**config.mk**
```make
export PLATFORM = sky130hd
export DESIGN_NAME = ext_int_controller_flat
export DESIGN_NICKNAME = d
export VERILOG_FILES = /design/src/rtl/ext_int_pkg.sv /design/src/rtl/ext_int_controller_if.sv /design/src/rtl/ext_int_gateway.sv /design/src/rtl/ext_int_controller.sv /design/src/flat_wrapper.sv
export SDC_FILE = /design/constraint.sdc
export NUM_CORES = 1
export LEC_CHECK = 0
export CAP_MARGIN = 30
export CORE_MARGIN = 5
export CORE_UTILIZATION = 55
export CTS_BUF_LIST = sky130_fd_sc_hd__clkbuf_8 sky130_fd_sc_hd__clkbuf_16
export CTS_CLUSTER_SIZE = 8
export DETAILED_ROUTE_END_ITERATION = 12
export DONT_BUFFER_PORTS = 1
export MAX_ROUTING_LAYER = met4
export PLACE_DENSITY = 0.8
export SYNTH_ARGS = -nofsm -noshare
export SYNTH_HDL_FRONTEND = slang
export SYNTH_HIERARCHICAL = 1
export SYNTH_SLANG_ARGS = --single-unit
```
**constraint.sdc**
```tcl
create_clock -name clk -period 2.8 [get_ports clk]
set_input_delay 0.7 -clock clk [delete_from_list [all_inputs] [get_ports clk]]
set_output_delay 0.7 -clock clk [all_outputs]
set_load 0.005 [all_outputs]
```
**src/rtl/ext_int_pkg.sv**
```systemverilog
// Shared constants and register decode for the external interrupt controller.
package ext_int_pkg;

   localparam int ID_W_DEF = 5;

   localparam logic [3:0] REG_PENDING   = 4'h0;
   localparam logic [3:0] REG_ENABLE    = 4'h4;
   localparam logic [3:0] REG_EDGE_MODE = 4'h8;
   localparam logic [3:0] REG_CLAIM     = 4'hC;

   localparam logic [ID_W_DEF-1:0] CLAIM_NONE = '0;

   typedef enum logic [1:0] {
      SEL_PENDING,
      SEL_ENABLE,
      SEL_EDGE_MODE,
      SEL_CLAIM
   } reg_sel_e;

   // Caller guarantees the address is word aligned.
   function automatic reg_sel_e decode_sel(input logic [3:0] addr);
      reg_sel_e sel;
      case (addr)
         REG_ENABLE:    sel = SEL_ENABLE;
         REG_EDGE_MODE: sel = SEL_EDGE_MODE;
         REG_CLAIM:     sel = SEL_CLAIM;
         default:       sel = SEL_PENDING;
      endcase
      return sel;
   endfunction

endpackage

```
**src/rtl/ext_int_controller_if.sv**
```systemverilog
// Register bus between software-facing master and the interrupt controller.
interface ext_int_controller_if;

   // Handshake: bus_req is a one-cycle request pulse; exactly one of bus_ack or
   // bus_err answers it in the following cycle; bus_rdata is valid only with
   // bus_ack on a read and is 0 otherwise. There is no back-pressure.
   logic        bus_req;
   logic        bus_we;
   logic [3:0]  bus_addr;
   logic [31:0] bus_wdata;
   logic        bus_ack;
   logic        bus_err;
   logic [31:0] bus_rdata;

   modport master (
      output bus_req, bus_we, bus_addr, bus_wdata,
      input  bus_ack, bus_err, bus_rdata
   );

   modport slave (
      input  bus_req, bus_we, bus_addr, bus_wdata,
      output bus_ack, bus_err, bus_rdata
   );

endinterface

```
**src/rtl/ext_int_gateway.sv**
```systemverilog
// Per-source gateway: synchronizer, trigger detection and pending/in-service state.
module ext_int_gateway (
   input  logic clk,
   input  logic reset,
   input  logic src_irq,
   input  logic edge_mode,
   input  logic claim,
   input  logic complete,
   output logic pending,
   output logic in_service
);

   logic sync1_q, sync1_d;
   logic sync2_q, sync2_d;
   logic prev_q, prev_d;
   logic rise_q, rise_d;
   logic pending_q, pending_d;
   logic in_service_q, in_service_d;
   logic trig;

   always_comb begin
      sync1_d      = src_irq;
      sync2_d      = sync1_q;
      prev_d       = sync2_q;
      // Rising-edge pulse is registered, so edge sources pend one edge after level ones.
      rise_d       = sync2_q & ~prev_q;
      trig         = edge_mode ? rise_q : sync2_q;
      pending_d    = pending_q;
      in_service_d = in_service_q;
      if (claim) begin
         pending_d    = 1'b0;
         in_service_d = 1'b1;
      end else begin
         if (trig && !pending_q && !in_service_q) pending_d = 1'b1;
         if (complete) in_service_d = 1'b0;
      end
   end

   always_ff @(posedge clk) begin
      if (reset) begin
         sync1_q      <= 1'b0;
         sync2_q      <= 1'b0;
         prev_q       <= 1'b0;
         rise_q       <= 1'b0;
         pending_q    <= 1'b0;
         in_service_q <= 1'b0;
      end else begin
         sync1_q      <= sync1_d;
         sync2_q      <= sync2_d;
         prev_q       <= prev_d;
         rise_q       <= rise_d;
         pending_q    <= pending_d;
         in_service_q <= in_service_d;
      end
   end

   assign pending    = pending_q;
   assign in_service = in_service_q;

endmodule

```
**src/rtl/ext_int_controller.sv**
```systemverilog
// External interrupt controller: per-source gateways, enable/edge registers,
// lowest-index claim priority and a registered single-cycle bus response.
module ext_int_controller
   import ext_int_pkg::*;
#(
   parameter int NUM_SOURCES = 8,
   parameter int ID_W        = ID_W_DEF
) (
   input  logic                   clk,
   input  logic                   reset,
   input  logic [NUM_SOURCES-1:0] src_irq,
   ext_int_controller_if.slave    bus,
   output logic                   ext_int
);

   logic [NUM_SOURCES-1:0] enable_q, enable_d;
   logic [NUM_SOURCES-1:0] edge_mode_q, edge_mode_d;
   logic                   ack_q, ack_d;
   logic                   err_q, err_d;
   logic [31:0]            rdata_q, rdata_d;
   logic                   ext_int_q, ext_int_d;

   logic [NUM_SOURCES-1:0] pending;
   logic [NUM_SOURCES-1:0] in_service;
   logic [NUM_SOURCES-1:0] win_vec;
   logic [NUM_SOURCES-1:0] claim_vec;
   logic [NUM_SOURCES-1:0] complete_vec;
   logic [ID_W-1:0]        claim_id;
   logic                   aligned, rd_en, wr_en;
   reg_sel_e               sel;
   logic                   unused_wdata;

   assign unused_wdata = ^bus.bus_wdata[31:NUM_SOURCES];

   for (genvar i = 0; i < NUM_SOURCES; i++) begin : g_src
      ext_int_gateway u_gateway (
         .clk        (clk),
         .reset      (reset),
         .src_irq    (src_irq[i]),
         .edge_mode  (edge_mode_q[i]),
         .claim      (claim_vec[i]),
         .complete   (complete_vec[i]),
         .pending    (pending[i]),
         .in_service (in_service[i])
      );
   end

   // Lowest index wins: scan downward so the last hit is the smallest index.
   always_comb begin
      claim_id = ID_W'(CLAIM_NONE);
      win_vec  = '0;
      for (int i = NUM_SOURCES - 1; i >= 0; i--) begin
         if (pending[i] && enable_q[i]) begin
            claim_id   = ID_W'(i + 1);
            win_vec    = '0;
            win_vec[i] = 1'b1;
         end
      end
   end

   always_comb begin
      aligned     = (bus.bus_addr[1:0] == 2'b00);
      sel         = decode_sel(bus.bus_addr);
      rd_en       = bus.bus_req && aligned && !bus.bus_we;
      wr_en       = bus.bus_req && aligned && bus.bus_we;
      claim_vec   = (rd_en && sel == SEL_CLAIM) ? win_vec : '0;
      for (int i = 0; i < NUM_SOURCES; i++) begin
         complete_vec[i] = wr_en && (sel == SEL_CLAIM) &&
                           (bus.bus_wdata[ID_W-1:0] == ID_W'(i + 1));
      end

      enable_d    = enable_q;
      edge_mode_d = edge_mode_q;
      if (wr_en && sel == SEL_ENABLE)    enable_d    = bus.bus_wdata[NUM_SOURCES-1:0];
      if (wr_en && sel == SEL_EDGE_MODE) edge_mode_d = bus.bus_wdata[NUM_SOURCES-1:0];

      rdata_d = '0;
      if (rd_en) begin
         case (sel)
            SEL_PENDING:   rdata_d = 32'(pending);
            SEL_ENABLE:    rdata_d = 32'(enable_q);
            SEL_EDGE_MODE: rdata_d = 32'(edge_mode_q);
            default:       rdata_d = 32'(claim_id);
         endcase
      end
      ack_d     = bus.bus_req && aligned;
      err_d     = bus.bus_req && !aligned;
      ext_int_d = |(pending & enable_q & ~in_service);
   end

   always_ff @(posedge clk) begin
      if (reset) begin
         enable_q    <= '0;
         edge_mode_q <= '0;
         ack_q       <= 1'b0;
         err_q       <= 1'b0;
         rdata_q     <= '0;
         ext_int_q   <= 1'b0;
      end else begin
         enable_q    <= enable_d;
         edge_mode_q <= edge_mode_d;
         ack_q       <= ack_d;
         err_q       <= err_d;
         rdata_q     <= rdata_d;
         ext_int_q   <= ext_int_d;
      end
   end

   assign bus.bus_ack   = ack_q;
   assign bus.bus_err   = err_q;
   assign bus.bus_rdata = rdata_q;
   assign ext_int       = ext_int_q;

endmodule

```
**src/flat_wrapper.sv**
```systemverilog
// flat-port wrapper written by rule: the top's interface ports become plain ports
module ext_int_controller_flat import ext_int_pkg::*;
#(
   parameter int NUM_SOURCES = 8,
   parameter int ID_W        = ID_W_DEF
)
  (clk, reset, src_irq, ext_int, bus_bus_req, bus_bus_we, bus_bus_addr, bus_bus_wdata, bus_bus_ack, bus_bus_err, bus_bus_rdata);
  ext_int_controller_if bus_i ();
  input  logic clk;
  input  logic reset;
  input  logic [NUM_SOURCES-1:0] src_irq;
  output logic ext_int;
  input wire logic [$bits(bus_i.bus_req)-1:0] bus_bus_req;
  input wire logic [$bits(bus_i.bus_we)-1:0] bus_bus_we;
  input wire logic [$bits(bus_i.bus_addr)-1:0] bus_bus_addr;
  input wire logic [$bits(bus_i.bus_wdata)-1:0] bus_bus_wdata;
  output wire logic [$bits(bus_i.bus_ack)-1:0] bus_bus_ack;
  output wire logic [$bits(bus_i.bus_err)-1:0] bus_bus_err;
  output wire logic [$bits(bus_i.bus_rdata)-1:0] bus_bus_rdata;
  assign bus_i.bus_req = bus_bus_req;
  assign bus_i.bus_we = bus_bus_we;
  assign bus_i.bus_addr = bus_bus_addr;
  assign bus_i.bus_wdata = bus_bus_wdata;
  assign bus_bus_ack = bus_i.bus_ack;
  assign bus_bus_err = bus_i.bus_err;
  assign bus_bus_rdata = bus_i.bus_rdata;
  ext_int_controller #(.NUM_SOURCES(NUM_SOURCES), .ID_W(ID_W)) u_core (.clk(clk), .reset(reset), .src_irq(src_irq), .bus(bus_i), .ext_int(ext_int));
endmodule
```
======== Word level (Yosys, flattened, before mapping) ========
Cells that the tools add are included.
cells by class
  eq/ne operators ......................... 14
  muxes and demuxes ....................... 43
  bitwise operators ....................... 20
  reduce and logical (&&, ||, !) cells .... 78
operator list
  cell                                                              count
  8-bit two-way mux                                                 9
  1-bit logical AND                                                 40
  4-bit two-way mux                                                 8
  1-bit two-way mux                                                 24
  8-bit case mux with 3 select lines                                1
  5-bit by 3-bit == test with 1-bit output (second input constant)  4
  1-bit logical NOT                                                 18
  2-bit OR reduction                                                9
  8-bit AND                                                         2
  2-bit nonzero test                                                8
  5-bit by 2-bit == test with 1-bit output (second input constant)  2
  1-bit NOT                                                         9
  1-bit AND                                                         8
  4-bit == test (second input constant)                             2
  8-bit NOT                                                         1
  8-bit OR reduction                                                1
  2-bit case mux with 3 select lines                                1
  5-bit by 1-bit == test with 1-bit output (second input constant)  1
  5-bit by 4-bit == test with 1-bit output (second input constant)  1
  2-bit == test (second input constant)                             2
  4-bit by 3-bit == test with 1-bit output (second input constant)  1
  2-bit logical NOT                                                 2
  2-bit by 1-bit == test with 1-bit output (second input constant)  1
word-level totals
  register bits after elaboration ......... 99
  output and inout port bits .............. 35
  logic and storage cells ................. 209

======== Depth between registers and ports, before layout ========
Gate-level depths: netlist of the first run.
  word-level depth ........................ 11
  mapped depth ............................ 7
  mapped depth without buffers ............ 6

======== Hierarchy ========
Netlist of the first run, hierarchy kept.
modules (own cells, without submodules)
  module              instances  cells an instance  area an instance (µm²)  seq. area each (µm²)
  ext_int_controller  1          195                1595.3                  540.5
  ext_int_gateway     8          16                 188.9                   120.1

======== Worst setup path after synthesis of the first run ========
OpenSTA, ideal clock, no wires.
  path type ............................... input port to flip-flop
  from .................................... input port bus_bus_addr[1]
  to ...................................... register u_core.g_src[2].u_gateway.pending_q
  library setup time ...................... 0.123 ns
  arrival time ............................ 2.024 ns
  required time ........................... 2.677 ns
  slack ................................... 0.653 ns
  stages .................................. 5
  buffers on the path ..................... 0
  cell sequence ........................... or4b_4 -> or3b_1 -> nor3b_2 -> or3b_1 -> o41ai_1
on the way
  cells in the longest elaborated chain, start to end .. 6
  elaborated cells on any way between the ends .. 11
RTL lines
  item                                                                     line                                                RTL
  from (decl)                                                              flat_wrapper.sv:15                                  input wire logic [$bits(bus_i.bus_addr)-1:0] bus_bus_addr;
  4-bit == test (tied with other cells)                                    ext_int_pkg.sv:23                                   case (addr)
  2-bit case mux with 3 select lines or 1-bit logical AND (tied branches)  ext_int_pkg.sv:23, ext_int_controller.sv:64
  2-bit == test or 1-bit logical AND (tied branches)                       ext_int_controller.sv:66, ext_int_controller.sv:64
  1-bit logical AND (*)                                                    ext_int_controller.sv:66                            claim_vec = (rd_en && sel == SEL_CLAIM) ? win_vec : '0;
  8-bit two-way mux (*)                                                    ext_int_controller.sv:66
  via u_core.claim_vec[2]                                                  ext_int_controller.sv:26                            logic [NUM_SOURCES-1:0] claim_vec;
  2-bit OR reduction (no line) (*)                                         n/a
  to (signal assigned)                                                     ext_int_gateway.sv:52                               pending_q <= pending_d;
  to (decl)                                                                ext_int_gateway.sv:17                               logic pending_q, pending_d;
The timed path passes the listed nets; every way through them passes the cells marked *.
A chain may end at the register's enable or synchronous reset.

======== Final worst setup path of the first run ========
  from .................................... input port bus_bus_addr[1]
  to ...................................... register u_core.g_src[4].u_gateway.pending_q
on the way
  cells in the longest elaborated chain, start to end .. 6
  elaborated cells on any way between the ends .. 11
RTL lines
  item                                                                     line
  4-bit == test (tied with other cells)                                    ext_int_pkg.sv:23
  2-bit case mux with 3 select lines or 1-bit logical AND (tied branches)  ext_int_pkg.sv:23, ext_int_controller.sv:64
  2-bit == test or 1-bit logical AND (tied branches)                       ext_int_controller.sv:66, ext_int_controller.sv:64
  1-bit logical AND (*)                                                    ext_int_controller.sv:66
  8-bit two-way mux (*)                                                    ext_int_controller.sv:66
  via u_core.claim_vec[4]                                                  ext_int_controller.sv:26
  2-bit OR reduction (no line) (*)                                         n/a
  to (signal assigned)                                                     ext_int_gateway.sv:52
  to (decl)                                                                ext_int_gateway.sv:17
Marks and branches as above.

==> impl_results.md, run 1 <==
* CP bufs+invs at 0
* Pleak at roughly 0.0014 uW
* Post-synth EDFFs at 0
* Worst-path fanout max at 4
* CP max stage cell: or4b_4
* Worst path required time at between 3000 and 4000 ps
* Port buffer count at 0
* DR WL/cell at about 16 um
* Syn Inst Count at about 320
* Most frequent cells in the layout: dfxtp_1 (75), nor2_1 (36), nor2b_1 (28)
* Hpwl dp at approximately 4.4 mm
* ANT nets after route at 0
* Gpl congestion at between 0.8 and 0.9
* RSZ-0062 raised after global routing: no
* WS Path Type: input pin to register
* Antenna violations before repair at 0
* I/O pins at between 80 and 90
* Final hold slack at ~380 ps
* Seq/Total Area, Yosys at 0.483
* Syn avg cell area at between 9 and 10 um^2
* CTS clk-pin slew, worst paths at around 70 ps
* Crit path time final at between 2000 and 2500 ps
* CTS Buffer Depth at 2
* Area growth from synthesis to layout at 8.14%
* Core Rows at 27
* Final hold violations at 0
* Worst reg-to-reg setup slack at 1130 ps
* Crit end category: register
* Post-Route Setup TNS at 0 ps
* Die W at 85.2 um
* Crit path depth at 6
* Total GRT Usage at 0.188
* Vias per inst at 5.51
* Die area at a little over 0.007 mm^2
* Final period util at 0.730
* Fin area at 0.00336 mm^2
* DR DRC count at 0
* Post-synth top flop: dfxtp_1
* Fmax achieved at just under 0.5 GHz
* R2R Path Start: u_core/g_src[1].u_gateway/pending
* Num CTS Buffers at 9
* CP endpoint: u_core/g_src[4].u_gateway/pending
* Slew headroom at 0.559
* Total clock sinks at 75
* Vias in the first global route at around 2100
* Maxcap violations at 0
* Final worst slack at ~760 ps
* CP startpoint: bus_bus_addr[1]
* Largest net degree at the start of global routing at 68
* Antenna Cells at 0
* Initial core utilization at 0.564
* Peak supply drop at around 360 uV
* First-pass GRT wire length at ~10 mm
* FF-to-FF path depth at 5
* Post-CTS setup buffer count at 0
* Cell type with the largest total area after synthesis: dfxtp_1
* Die Span Y at around 85 um
* Most common cell after layout, fill and taps aside: dfxtp_1
* FF-to-FF End: u_core/g_src[4].u_gateway/pending
* Root buffer cell: clkbuf_8
* Tightest Pin Transition at approximately 660 ps
* Yosys cell types at approximately 40
* Initial DRC count at 224
* Flip-flop and latch count after synthesis at 75
* Grt total ovfl at 0
* Htree depth at 3
* Clk_lat worst skew at between 300 and 400 ps
* Post-synth top area share at 0.483
* Startpoint types: input pin
* CTS resizes at 0
* CTS tree: done
* Worst endpoint data arrival time at approximately 2300 ps
* Synthesized area at 0.00311 mm^2
* Core Region at roughly 0.0055 mm^2
* Async set-reset flop share out of synthesis at 0
* DRT Pass-1 Iters at 6
* Layout cells sized above 1 at 0.0776
* Area after DPL at approximately 0.0031 mm^2
* Final WL at roughly 6.4 mm
* Synth warnings at 6
* Hold/Removal Path Class: register to register
* Status: finished clean
* Worst Clk Skew at around 7 ps
* Util after Layout at 0.610
* Cts hold-fix bufs at 0
* Max-slew violations at 0
* Final setup viols at 0
* Vias at 2242
* Cell family with most CP delay: simple AND/OR/NAND/NOR gates
* Critical path cell sequence: or4b_4 > nor3b_2 > nand2_1 > nor3b_1 > or3b_1 > o41ai_1
* Pre-CTS setup slack at between 400 and 500 ps
* Main area contributors after synthesis: dfxtp_1 (48%), mux2i_1 (7.7%), buf_4 (5.8%), nor2b_1 (5.6%), nor2_1 (4.3%)
* Max incr delay on CP at between 500 and 600 ps
* Layout net count at around 380
* PwrDens at between 600 and 700 mW/mm^2
==> flip-flops by register name, summed over array words and instances, names as in the netlist <==
name                               cells
u_core/ext_int                         1
u_core/g_src.u_gateway/rise_q          8
u_core/g_src.u_gateway/in_service      8
u_core/edge_mode_q                     8
u_core/bus.bus_err                     1
u_core/enable_q                        8
u_core/g_src.u_gateway/pending         8
u_core/bus.bus_rdata                   8
u_core/bus.bus_ack                     1
u_core/g_src.u_gateway/sync1_q         8
u_core/g_src.u_gateway/prev_d          8
u_core/g_src.u_gateway/prev_q          8
==> stage by stage <==
step / std cells / power, uW
5_1_grt: 407 / 2320
3_5_place_dp: 391 / 1200
4_1_cts: 407 / 2240
2_1_floorplan: 346 / 1220
3_3_place_gp: 391 / 1200
6_report: 407 / 2220
==> cell type report <==
cell class	count	area (um^2)
multi-input cells	231	1450
repair buffers	3	22.5
fillers	459	2150
clock inverters	4	95.1
flip-flops and latches	75	1500
well taps	72	90.1
inverters	10	37.5
clock buffers	12	165
==> metal layers <==
metal | global-route usage | wire length, um
met2 | 0.278 | 2970
met5 | - | 0
met4 | 0.0777 | 129
met1 | 0.231 | 2750
met3 | 0.0689 | 555
==> cells in the mapped netlist (all sizes together) (3+ instances only) <==
master,n
a22oi,8
o41ai,8
nor2b,28
inv,10
nor3b,3
nand4,3
clkbuf,4
o22ai,6
a21oi,11
nor2,37
nand2,17
and2b,8
nand3,7
a22o,5
or3b,9
buf,26
dfxtp,75
nand2b,11
mux2i,24
==> worst min path at each step <==
stage                                                 from                          endpoint  slack, ps  cells after the start
after floorplan           u_core/g_src[0].u_gateway/prev_q  u_core/g_src[0].u_gateway/rise_q        370                      1
after global placement    u_core/g_src[3].u_gateway/prev_q  u_core/g_src[3].u_gateway/rise_q        370                      1
after detailed placement  u_core/g_src[4].u_gateway/prev_q  u_core/g_src[4].u_gateway/rise_q        370                      1
after CTS                 u_core/g_src[4].u_gateway/prev_q  u_core/g_src[4].u_gateway/rise_q        380                      1
after global routing                                 reset  u_core/g_src[3].u_gateway/prev_d        390                      1
final                     u_core/g_src[4].u_gateway/prev_q  u_core/g_src[4].u_gateway/rise_q        380                      1
==> cells by family (layout without fill, tap and decap cells) <==
logic type,Yosys count,count (layout),synth area share
mux,24,24,0.0773
flops,75,75,0.483
simple gates,136,136,0.253
buf+inv,40,29,0.0785
compound gates,47,47,0.106
other cells,1,24,0.00121
==> power breakdown <==
group	switching (uW)	internal, uW	leakage [uW]	total (uW)
Sequential	15.1	1090	0.000611	1110
Clock	379	663	0.000133	1040
Combinational	38.2	35.0	0.000612	73.2
Total	432	1790	0.00135	2220
No activity file was read; power rests on OpenSTA's default activity.
==> inputs of run 2 (changes only) <==
==> constraint.sdc (replaced) <==
create_clock -name clk -period 1.95 [get_ports clk]
set_input_delay 0.4875 -clock clk [delete_from_list [all_inputs] [get_ports clk]]
set_output_delay 0.4875 -clock clk [all_outputs]
set_load 0.005 [all_outputs]
==> run 2 against run 1 <==
Effect of this change: die area is the same; register-to-register slack lost 810 ps; routed wire length grew 3.7%; largest power group unchanged.
==> impl_results.md, run 2 (synthesis results as in run 1) <==
* Status: finished clean (unchanged)
* Grt total ovfl at 0 (unchanged)
* I/O pins at 83 (unchanged)
* Worst endpoint data arrival time at 2010 ps (was 2260 ps)
* Reg power frac at 0.590 (was 0.498)
* Port buffer count at 0 (unchanged)
* Flip-flop and latch area at 0.00150 mm^2 (unchanged)
* Max-slew violations at 0 (unchanged)
* Total clock sinks at 75 (unchanged)
* Area after DPL at 0.00317 mm^2 (was 0.00310 mm^2)
* Layout cells sized above 1 at 0.0933 (was 0.0776)
* CP max stage cell: or4b_4 (unchanged)
* Maxcap violations at 0 (unchanged)
* CTS clk-pin slew, worst paths at 70 ps (about the same)
* Peak supply drop at 369 uV (was 359 uV)
* Htree depth at 3 (unchanged)
* WS Path Type: input pin to register (unchanged)
* Num CTS Buffers at 9 (unchanged)
* Non-Filler Instances at 415 (was 407)
* DR WL/cell at 16.0 um (was 15.7 um)
* Layout net count at 387 (was 378)
* Vias per inst at 5.53 (was 5.51)
* Worst-path fanout max at 4 (unchanged)
* Cts hold-fix bufs at 0 (unchanged)
* CTS Buffer Depth at 2 (unchanged)
* Final WL at 6.64 mm (was 6.40 mm)
* Fin area at 0.00333 mm^2 (was 0.00336 mm^2)
* Max incr delay on CP at 540 ps (was 560 ps)
* Hpwl dp at 4.69 mm (was 4.42 mm)
* Comb power frac at 0.040 (was 0.033)
* Crit end category: register (unchanged)
* Die W at 85.2 um (unchanged)
* CTS resizes at 0 (unchanged)
* Internal power at 2100 uW (was 1790 uW)
* Startpoint types: input pin (unchanged)
* Hold/Removal Path Class: input pin to register (was register to register)
* Die area at 0.00725 mm^2 (unchanged)
* Most frequent cells in the layout: dfxtp_1 (75), nor2_1 (36), nor2b_1 (28) (unchanged)
* CTS tree: done (unchanged)
* Fill count at 488 (was 459)
* Vias at 2296 (was 2242)
* Psw at 604 uW (was 432 uW)
* Crit path time final at 1780 ps
* Core Rows at 27 (unchanged)
* Post-CTS setup buffer count at 0 (unchanged)
* Initial core utilization at 0.564 (unchanged)
* DRT Pass-1 Iters at 5 (was 6)
* DR DRC count at 0 (unchanged)
* Core Region at 0.00551 mm^2 (unchanged)
* Switching part of the total power at 0.224 (was 0.194)
* Gpl congestion at 0.939 (was 0.898)
* Area growth from synthesis to layout at 7.09% (was 8.14%)
* Multi-input gate area at 0.00145 mm^2 (unchanged)
* Util after Layout at 0.604 (was 0.610)
* Antenna Cells at 0 (unchanged)
* Final period util at 0.915
* Antenna violations before repair at 0 (unchanged)
* Clk_lat worst skew at 340 ps (was 350 ps)
* Slew headroom at 0.546 (was 0.559)
* First-pass GRT wire length at 10.9 mm (was 10.3 mm)
* Most common cell after layout, fill and taps aside: dfxtp_1 (unchanged)
* Initial DRC count at 174 (was 224)
* Tightest Pin Transition at 673 ps (was 655 ps)
* Final hold violations at 0 (unchanged)
* Worst path required time at 2170 ps (was 3020 ps)
* Critical path cell sequence: or4b_4 > nor3b_2 > nand3_1 > buf_4 > nor2b_1 > or3b_1 > o41ai_1 (was or4b_4 > nor3b_2 > nand2_1 > nor3b_1 > or3b_1 > o41ai_1)
* Pleak at 0.00136 uW (was 0.00135 uW)
* ANT nets after route at 0 (unchanged)
* Fmax achieved at ~0.56 GHz
* Vias in the first global route at 2282 (was 2079)
* DP Cell Count at 400 (was 391)
* Die Span Y at 85.2 um (unchanged)
* Clock Power Share at 0.370 (was 0.469)
* RSZ-0062 raised after global routing: no (unchanged)
* PwrDens at 812 mW/mm^2 (was 662 mW/mm^2)
* Final setup viols at 0 (unchanged)
* Worst Clk Skew at 7.70 ps (was 6.99 ps)
* Total GRT Usage at 0.198 (was 0.188)
* Largest net degree at the start of global routing at 68 (unchanged)
* Root buffer cell: clkbuf_8 (unchanged)
[run 2: cell types whose count changed in the layout (fill, tap and decap cells not counted), sizes merged]
cell    previous run  this run
inv               10        12
clkbuf            12        10
clkinv             1         3
buf                3        12
bufinv             3         0
[run 2: critical path: cells and delay by family]
kind            cells  cell delay (ps)
compound gates      1               60
buf+inv             1              180
simple gates        5             1280
[run 2: power groups by stage]
stage	clock, uW	combinational, uW	sequential, uW
2_1_floorplan	0	128	1620
5_1_grt	1090	122	1600
3_3_place_gp	0	102	1630
6_report	999	109	1590
4_1_cts	1030	107	1590
3_5_place_dp	0	106	1630
[run 2: area by class of cell]
| class | instances | area share |
|---|---|---|
| Timing Repair Buffer | 12 | 0.0271 |
| Clock inverter | 5 | 0.00677 |
| Clock buffer | 10 | 0.0414 |
| Multi-Input combinational cell | 231 | 0.435 |
| Sequential cell | 75 | 0.451 |
| Inverter | 10 | 0.0113 |
| Tap cell | 72 | 0.0271 |
[run 2: through the flow]
step	worst slack, ps	power (uW)	TNS, ps	hold WS (ps)
finish	166	2700	0	220
floorplan	15.5	1750	0	367
global placement	-93.3	1730	-461	372
detailed placement	-138	1730	-743	380
CTS	211	2730	0	200
global route	63.0	2810	0	190
[run 2: metal layers]
metal,GRT usage,part of all wire,vias up
li1,-,-,1108
met3,0.0437,0.080,18
met5,-,0,-
met4,0.118,0.036,0
met2,0.307,0.46,113
met1,0.233,0.42,1057
[run 2: path summary, 6_finish.rpt]
kind                                     from                                 to  slack (ps)  depth (start not counted)
max                           bus_bus_addr[1]  u_core/g_src[6].u_gateway/pending         170                          7
min                                     reset   u_core/g_src[3].u_gateway/prev_d         220                          1
max reg2reg                u_core/enable_q[2]  u_core/g_src[6].u_gateway/pending         320                          6
min reg2reg  u_core/g_src[1].u_gateway/prev_q   u_core/g_src[1].u_gateway/rise_q         390                          1
==> RTL edit 1 (flow settings as in run 2) <==
`NUM_SOURCES` is set to 8 in 2 places; all go to 16.
--- a/src/rtl/ext_int_controller.sv
+++ b/src/rtl/ext_int_controller.sv
@@ -3,7 +3,7 @@
 module ext_int_controller
    import ext_int_pkg::*;
 #(
-   parameter int NUM_SOURCES = 8,
+   parameter int NUM_SOURCES = 16,
    parameter int ID_W        = ID_W_DEF
 ) (
    input  logic                   clk,
--- a/src/flat_wrapper.sv
+++ b/src/flat_wrapper.sv
@@ -1,7 +1,7 @@
 // flat-port wrapper written by rule: the top's interface ports become plain ports
 module ext_int_controller_flat import ext_int_pkg::*;
 #(
-   parameter int NUM_SOURCES = 8,
+   parameter int NUM_SOURCES = 16,
    parameter int ID_W        = ID_W_DEF
 )
   (clk, reset, src_irq, ext_int, bus_bus_req, bus_bus_we, bus_bus_addr, bus_bus_wdata, bus_bus_ack, bus_bus_err, bus_bus_rdata);
Interface: changed (resized src_irq); port bits go from 83 to 91. The function was not compared with the original's and may differ.
==> RTL edit 1 against run 2 <==
Wire length grew 120%; synthesized cell count is 98% higher; largest cell class unchanged; final area increased by 97%; largest power group unchanged; utilization grew 3.6 points; area after synthesis increased by 84%; clock skew grew 1.7 ps; first-iteration DRC count increased by 110%; critical path type is now reg2reg; setup slack got worse by 33 ps; via count is 100% higher; critical endpoint is now u_core/g_src[14].u_gateway/pending; sequential cell count is 72 higher; total power rose by 130%; sequential power rose by 96%.
==> RTL edit 1: results (changes against run 2) <==
crit_end: "u_core/g_src[14].u_gateway/pending"
place_congestion: 0.966  # +2.8%
synthMuxAreaShare_pct: 2.80  # -4.9 points
dp_slack_ps: -222  # -84.3 ps
post_drt_wl_per_cell_microns: 17.5  # +9.6%
dr.first_iter.drc_count: 372  # +110%
worstSetupStartpointType: "flip-flop"
dp_cells: 786  # +97%
grt_pass1_wl_mm: 23.4  # +120%
clock-skew-final_ps: 9.41  # +1.70 ps
status: "finished clean"
regToRegEndpoint: "u_core/g_src[14].u_gateway/pending"
gr-usage-all-layers_pct: 24.2  # +4.5 points
nNetsFinal: 725  # +87%
slowest_stage: "or3_4"
fin_ws_ps: 133  # -33.1 ps
clockPowerShare_pct: 47.4  # +10 points
hold_end: "u_core/enable_q[8]"
layout-drive-gt1-share_pct: 11.1  # +1.8 points
swShare_pct: 22.8  # +0.40 points
worstPathArrival_ps: 2220  # +210 ps
cts_inserted_buffers: 17  # +8
worst_slew_pin_slew_ps: 550  # -123 ps
clock_latency_ps: 520  # +180 ps
first_pass_iters: 7  # +2
path_max_fanout: 6  # +2
ys_top_cells_by_count: "dfxtp_1, nand2_1, a21oi_1, nor2_1, nor2b_1"
synth.avg_cell_area_sq_um: 8.92  # -7.3%
vdd_drop_max_mv: 0.501  # +36%
post-route-util_pct: 64.0  # +3.6 points
r2r_start: "u_core/g_src[0].u_gateway/pending"
holdWs_ps: 29.0  # -191 ps
powerDensity_nw_per_um2: 963  # +19%
synth_compound_area_share_pct: 13.2  # +2.5 points
[RTL edit 1: changes by cell type after synthesis, sizes merged, moves of 8 or more]
cell	before	now
clkbuf	4	16
nor2	37	53
nor2b	28	51
and2b	8	16
mux2i	24	16
o41ai	8	17
nand2	17	97
inv	10	19
a21oi	11	66
nand2b	11	19
dfxtp	75	147
nor3	1	16
[RTL edit 1: routing by layer]
layer,vias to the layer above,share of wire (%),routed length (microns),global-route usage [%]
met4,0,1.7,238,9.62
met5,-,0,0,-
li1,2228,-,-,-
met3,24,7.9,1140,6.36
met1,2195,44,6270,30.4
met2,185,47,6690,37.5
[RTL edit 1: final cells by class]
type	instances	area, sq um
fillers	817	3690
multi-input cells	454	2590
inverters	19	71.3
well taps	136	170
clock inverters	15	131
repair buffers	30	225
clock buffers	17	414
flip-flops and latches	147	2940
[RTL edit 1: timing repair]
item / CTS / global route
resized for setup: 0 / 1
endpoints found under the hold margin: 0 / 0
setup endpoints to repair: 0 / 2
==> RTL edit 2 (config.mk and constraints of run 2) <==
Made on the original files. Reset style: asynchronous (`reset`), changed in 2 clocked blocks.
--- a/src/rtl/ext_int_gateway.sv
+++ b/src/rtl/ext_int_gateway.sv
@@ -36,7 +36,7 @@
       end
    end
 
-   always_ff @(posedge clk) begin
+   always_ff @(posedge clk or posedge reset) begin
       if (reset) begin
          sync1_q      <= 1'b0;
          sync2_q      <= 1'b0;
--- a/src/rtl/ext_int_controller.sv
+++ b/src/rtl/ext_int_controller.sv
@@ -88,7 +88,7 @@
       ext_int_d = |(pending & enable_q & ~in_service);
    end
 
-   always_ff @(posedge clk) begin
+   always_ff @(posedge clk or posedge reset) begin
       if (reset) begin
          enable_q    <= '0;
          edge_mode_q <= '0;
Check against the original RTL: differs if reset is asserted again (counterexample within 4 cycles, from zero or initial values and one cycle with reset high); with reset held inactive, the same outputs for 4 cycles.
==> RTL edit 2 against run 2 <==
Utilization grew 1.2 points; final area grew 9.6%; area after synthesis rose by 7.8%; wire length grew 2.2%; global-route usage is 0.36 points lower; sequential cell count unchanged; setup slack improved by 100 ps; cell count is 8.9% lower; critical path depth down 1; maximum frequency is 6.1% higher; non-clock buffer count up 1; critical path type is now reg2reg; critical endpoint is now u_core/g_src[6].u_gateway/pending.
Power is not compared: it rests on default switching activity, and its combinational part moved more than twofold at a synthesized area within 25%.
==> RTL edit 2: results (changes against run 2) <==
status: "finished clean"
met2WireLength_mm: 3.08  # about the same
viasPerCell: 5.81  # +5.1%
fin_ws_ps: 269  # +103 ps
worstPathArrival_ps: 1910  # -100 ps
fillers: 461  # -5.5%
regToRegEndpoint: "u_core/g_src[6].u_gateway/pending"
gr-usage-all-layers_pct: 19.4  # -0.36 points
dr.first_iter.drc_count: 266  # +53%
layout-drive-gt1-share_pct: 20.1  # +11 points
synth_compound_area_share_pct: 11.7  # +1.1 points
dp_cells: 361  # -9.8%
synth_cells: 280  # -13%
post_drt_wl_per_cell_microns: 17.9  # +12%
synth.area.top_cells: "dfrtp_1, buf_4, mux2_4"
yosysUniqueCellTypes: 46  # +12%
met3WireLength_microns: 709  # +33%
holdWs_ps: 95.3  # -124 ps
hpwl_mm: 4.89  # +4.2%
r2r_start: "u_core/g_src[2].u_gateway/pending"
grt_use_met2_pct: 28.2  # -2.5 points
grt_use_met3_pct: 6.49  # +2.1 points
hold_path.class: "in2async"
route.vias.total: 2198  # -4.3%
dp_slack_ps: 40.3  # +178 ps
placed_area_sq_um: 3390  # +7.2%
grt_pass1_wl_mm: 10.8  # -1.0%
synthMuxAreaShare_pct: 8.67  # +0.94 points
place_congestion: 0.912  # -2.9%
[RTL edit 2: critical path: stages (launching register included)]
cell and delay, ps:
dfrtp_1 440, a22oi_1 230, nand4b_1 150, nand3b_4 210, nor3_1 310, buf_4 180
o31ai_2 60
[RTL edit 2: area by class of cell]
class | count | area, sq um | share of cell area, %
multi-input combinational | 175 | 1240 | 34.1
timing repair buffer | 13 | 100 | 2.75
sequential | 75 | 1880 | 51.5
inverter | 24 | 90.1 | 2.47
tap | 75 | 93.8 | 2.57
clock inverter | 6 | 104 | 2.85
clock buffer | 10 | 138 | 3.77
[RTL edit 2: repair_timing]
item / CTS / global route
hold buffers: 1 / 0
gates resized for setup: 0 / 0
endpoints found under the hold margin: 48 / 0
setup endpoints to repair: 0 / 0
[RTL edit 2: cells by family after synthesis]
kind of cell	after synthesis
buf+inv	53
other cells	1
simple gates	81
flops	75
mux	24
compound gates	46
